### config.mk
export PLATFORM = sky130hd
export DESIGN_NAME = shift_unit
export DESIGN_NICKNAME = d
export VERILOG_FILES = /design/src/rtl/shift_unit.sv
export SDC_FILE = /design/constraint.sdc
export NUM_CORES = 1
export LEC_CHECK = 0
export BUFFER_PORTS_ARGS = -buffer_cell sky130_fd_sc_hd__buf_2
export CAP_MARGIN = 10
export CORE_ASPECT_RATIO = 1.1
export CORE_MARGIN = 2
export CORE_UTILIZATION = 51
export DETAILED_ROUTE_END_ITERATION = 8
export MAX_ROUTING_LAYER = met4
export PLACE_DENSITY = 0.81
export SLEW_MARGIN = 25
export SYNTH_ARGS = -nofsm -noshare
export SYNTH_HDL_FRONTEND = slang
export SYNTH_SLANG_ARGS = --single-unit
### constraint.sdc
create_clock -name i_clk_n -period 2.8 [get_ports i_clk_n]
set_clock_uncertainty 0.2 [all_clocks]
set_input_delay 0.42 -clock i_clk_n [delete_from_list [all_inputs] [get_ports i_clk_n]]
set_output_delay 0.42 -clock i_clk_n [all_outputs]
set_load 0.01 [all_outputs]
### src/rtl/shift_unit.sv
// rtl/shift_unit.sv - multi-cycle shifter/rotator, STEP bits per cycle.
// Define SHIFT_ROTATE_EN to build rotate-left/right selected by i_rot.
module shift_unit #(
  parameter int XLEN = 32,
  parameter int STEP = 1,
  parameter int SW   = $clog2(XLEN)
) (
  input  logic            i_clk_n,
  input  logic            i_rst,
  input  logic            i_start,
  input  logic            i_kill,
  input  logic [XLEN-1:0] i_in_a,
  input  logic [SW-1:0]   i_in_b,
  input  logic [2:0]      i_funct3,
  input  logic            i_op_alt,
  input  logic            i_rot,
  output logic [XLEN-1:0] o_result,
  output logic            o_busy,
  output logic            o_done
);

  typedef enum logic [1:0] {IDLE, SHIFT, DONE} state_e;

  localparam logic [SW:0] STEP_W = (SW+1)'(STEP);
  localparam logic [SW:0] XLEN_W = (SW+1)'(XLEN);

  state_e          state_q, state_d;
  logic [XLEN-1:0] acc_q, acc_d;
  logic [SW-1:0]   rem_q, rem_d;
  logic            left_q, left_d;
  logic            arith_q, arith_d;
  logic            f_left, f_right, accept;
  logic [SW-1:0]   amt;
  logic [SW:0]     inv_amt;
  logic [XLEN-1:0] shifted;

`ifdef SHIFT_ROTATE_EN
  logic            rot_q, rot_d;
`else
  logic            unused_rot;
  assign unused_rot = i_rot;
`endif

  always_comb begin
    f_left  = (i_funct3 == 3'b001);
    f_right = (i_funct3 == 3'b101);
    accept  = i_start && (f_left || f_right) && (state_q != SHIFT) && !i_kill;

    // the last partial step covers amounts that are not a multiple of STEP
    if ({1'b0, rem_q} < STEP_W) amt = rem_q;
    else                        amt = STEP_W[SW-1:0];
    inv_amt = XLEN_W - {1'b0, amt};

    if (left_q)       shifted = acc_q << amt;
    else if (arith_q) shifted = XLEN'($signed(acc_q) >>> amt);
    else              shifted = acc_q >> amt;
`ifdef SHIFT_ROTATE_EN
    if (rot_q) begin
      if (left_q) shifted = (acc_q << amt) | (acc_q >> inv_amt);
      else        shifted = (acc_q >> amt) | (acc_q << inv_amt);
    end
`endif

    state_d = state_q;
    acc_d   = acc_q;
    rem_d   = rem_q;
    left_d  = left_q;
    arith_d = arith_q;
`ifdef SHIFT_ROTATE_EN
    rot_d   = rot_q;
`endif

    if (i_kill) begin
      state_d = IDLE;
      rem_d   = '0;
    end else if (state_q == SHIFT) begin
      acc_d = shifted;
      rem_d = rem_q - amt;
      if (rem_d == '0) state_d = DONE;
    end else if (accept) begin
      acc_d   = i_in_a;
      rem_d   = i_in_b;
      left_d  = f_left;
`ifdef SHIFT_ROTATE_EN
      rot_d   = i_rot;
      arith_d = f_right && i_op_alt && !i_rot;
`else
      arith_d = f_right && i_op_alt;
`endif
      state_d = (i_in_b == '0) ? DONE : SHIFT;
    end else begin
      state_d = IDLE;
    end
  end

  always_ff @(posedge i_clk_n or posedge i_rst) begin
    if (i_rst) begin
      state_q <= IDLE;
      acc_q   <= '0;
      rem_q   <= '0;
      left_q  <= 1'b0;
      arith_q <= 1'b0;
`ifdef SHIFT_ROTATE_EN
      rot_q   <= 1'b0;
`endif
    end else begin
      state_q <= state_d;
      acc_q   <= acc_d;
      rem_q   <= rem_d;
      left_q  <= left_d;
      arith_q <= arith_d;
`ifdef SHIFT_ROTATE_EN
      rot_q   <= rot_d;
`endif
    end
  end

  assign o_result = acc_q;
  assign o_busy   = (state_q == SHIFT);
  assign o_done   = (state_q == DONE);

endmodule

==> qor.tcl <==
set qor(status) {finished clean}
set qor(multiInputGateArea_mm2) 0.00133
set qor(path_buf_inv) 0
set qor(groute.layer.met3.usage_pct) 5.58
set qor(setup_violations) 0
set qor(grt_first_pass_wirelength_um) 10600
set qor(initialDrtViolationCount) 176
set qor(root_buffer) {clkbuf_8}
set qor(synthesis.nets) 303
set qor(globalRouteMet2Util_pct) 37.6
set qor(path_type_of_the_worst_setup_path) {flop to flop}
set qor(irDropWorstVdd_v) 0.000397
set qor(vias) 2237
set qor(finalWirelength_um) 6200
set qor(crit_path_end_kind) {flop}
set qor(final.period_utilization_pct) 84.1
set qor(post_synthesis_cell_area_mm2) 0.00252
set qor(final.hold.worst_slack_ns) 0.0353
set qor(first_global_vias) 2233
set qor(yosys.cell_types.count) 39
set qor(placementRows) 26
set qor(wl_per_cell_um) 16.3
set qor(cts_hold_repair.buffers) 0
set qor(io_pins) 80
set qor(drt_pass1_iterations) 4
set qor(synth_warnings) 0
set qor(clock_tree.buffer_depth) 2
set qor(finalHoldViolations) 0
set qor(core_mm2) 0.00468
set qor(final_nets) 371
set qor(clock_insertion_delay_worst_skew_ns) 0.30
set qor(h-tree-depth) 2
set qor(numCtsBuffers) 5
set qor(fin_area_mm2) 0.00302
set qor(crit_path_top_delay_cell) {or4_4}
set qor(register_area_mm2) 0.00103
set qor(fin_cells) 381
set qor(cts.repair_timing.setup_buffer_count) 0
set qor(max-cap-violations) 0
set qor(avgSynthCellArea_um2) 9.83
set qor(finish.utilization_pct) 64.4
set qor(synthDominantCellAreaShare_pct) 40.8
set qor(crit_family) {simple AND/OR/NAND/NOR gates}
set qor(power.leakage_nw) 1.54
set qor(slew_viol_final) 0
set qor(timing.setup.tns_ns) 0
set qor(effective_utilization_at_floorplan_pct) 53.7
set qor(critPathArrivalTime_ns) 2.36
set qor(vias_per_cell) 5.87
set qor(layout-area-overhead-vs-synth_pct) 19.9
set qor(die_h_um) 77.7
set qor(portbufs) 78
set qor(setup_repair_after_global_routing_missed_its_margin) {no}
set qor(clkSinkCount) 41
set qor(dieArea_mm2) 0.00551
set qor(gp_congestion) 0.904
set qor(drive_above_1_share_pct) 34.2
set qor(fmaxAchievable_ghz) 0.425
set qor(critPathMaxFanout) 5
set qor(power_per_cell_area_mw_per_mm2) 768
set qor(num_antenna_cells) 0
set qor(postPlaceCellArea_mm2) 0.00288
set qor(worst_slew_pin_slew_ns) 0.933
set qor(fp.dieW_um) 71.0
set qor(n_fill_cell) 417
set qor(gr-max-usage-layer) {met2}
set qor(yosys_register_bits) 41
set qor(worst_ep_required_time_ns) 2.80
set qor(synthTopCellsByArea) {dfrtp_1 (41%), mux2i_1 (12%), o31ai_1 (8.4%), nand2_1 (6.1%), a22o_1 (5.6%)}
set qor(grt_start_max_net_pins) 47
set qor(synth_area_leader_cell) {dfrtp_1}
set qor(synth-seq-area-share_pct) 40.8
set qor(hold_path.class) {input pin to asynchronous set/reset pin}
set qor(ctsResizeCount) 0
set qor(placedCellCount) 373
set qor(detail-route-antenna-nets) 0
set qor(route.detailed.drc) 0
set qor(crit_path_start_kind) {flop}
set qor(relSlewSlack_pct) 37.8
set qor(syn_inst) 256
set qor(clk_transition_reported_paths_ns) 0.08
set qor(hpwl_um) 4100
set qor(final_period_minus_worst_setup_slack_ns) 2.35
set qor(gr-total-overflow) 0
set qor(grt_util_overall_pct) 24.3
set qor(worstPathCellList) {or4_4, nand2_1, ha_1, o211ai_1, a311o_1, and3_1}
set qor(critPathMaxStageDelay_ns) 0.63
set qor(global_route_met1_usage_pct) 32.2
set qor(tritoncts) {built}
set qor(grt_antenna_before_repair) 0
per-layer routing:
metal | wire length, um | vias to the layer above
li1 | - | 1089
met1 | 2740 | 1077
met2 | 3020 | 63
met3 | 354 | 8
met4 | 86 | 0
met5 | 0 | -
kinds of logic after synthesis:
| group | after synthesis | share of synthesized area, % |
|---|---|---|
| buf+inv | 30 | 6.66 |
| fa+ha+maj | 1 | 0.497 |
| mux | 31 | 12.4 |
| compound gates | 83 | 26.6 |
| simple gates | 70 | 13.1 |
| flops | 41 | 40.8 |
per-stage QoR:
stage	total power [mW]	setup WS (ns)
4_1_cts	2.33	0.453
6_report	2.32	0.445
3_5_place_dp	1.76	0.490
3_3_place_gp	1.74	0.511
5_1_grt	2.46	0.384
2_1_floorplan	1.49	0.612
cells in the mapped netlist:
master and number:
nand2b_1 4, nor2_1 6, mux2_2 1, a2bb2oi_1 1, nand3_1 7, nor2_8 1
o21ai_0 7, or4_4 1, a21oi_1 3, o22a_1 2, nand2_1 41, nor2b_1 1
buf_2 5, nand3b_1 2, ha_1 1, a211oi_1 1, a21oi_2 1, inv_1 7
o211ai_1 1, clkbuf_1 9, a22o_1 16, o22ai_1 2, a31oi_1 2, dfrtp_1 41
a311o_1 1, o31ai_1 28, mux2i_1 30, a21boi_0 1, a22oi_1 2, or4_1 2
buf_4 1, o31ai_4 1, and3_1 1, buf_6 6, o311ai_0 1, a22o_2 12
a221o_1 1, nor3_1 4, buf_1 2
worst paths after layout:
kind                       cells after the start  slack, ns        start      endpoint
max in group asynchronous                      3       1.97        i_rst        left_q
min reg2reg                                    2       0.35      arith_q       arith_q
max reg2reg                                    6       0.45     rem_q[4]    state_q[1]
min in group i_clk_n                           2       0.09  i_funct3[2]        left_q
min                                            3       0.04        i_rst  o_result[20]
max                                            6       0.45     rem_q[4]    state_q[1]
power breakdown:
group	total [mW]	leakage, nW	switching [mW]	internal [mW]
clock network	0.572	0.0681	0.218	0.354
logic	0.773	0.961	0.368	0.404
registers	0.974	0.511	0.227	0.747
flip-flops by register name (all words and copies together), names as in the netlist:
name	flops
o_result	32
rem_q	5
state_q	2
arith_q	1
left_q	1
final cells by class:
| class | count | area share, % |
|---|---|---|
| well taps | 56 | 2.32 |
| flip-flops and latches | 41 | 34.0 |
| clock inverters | 3 | 2.16 |
| clock buffers | 5 | 2.28 |
| multi-input cells | 185 | 43.9 |
| repair buffers | 84 | 14.4 |
| inverters | 7 | 0.871 |
placed cells by master (no fill, tap or decap), types with 3 or more instances in the layout:
cell and count:
buf_2 78, nand2_1 41, dfrtp_1 40, mux2i_1 30, o31ai_1 28, a22o_1 16, a22o_2 12, inv_1 7
nand3_1 7, o21ai_0 7, nor2_1 6, buf_4 6, clkbuf_8 5, nor3_1 4, a21oi_1 3, nand2b_1 3
worst min-delay path, cell delays in order:
cell	delay, ns
buf_2	0.09
inv_1	0.04
buf_4	0.44
Note: power is estimated with default switching activity, not from simulation.
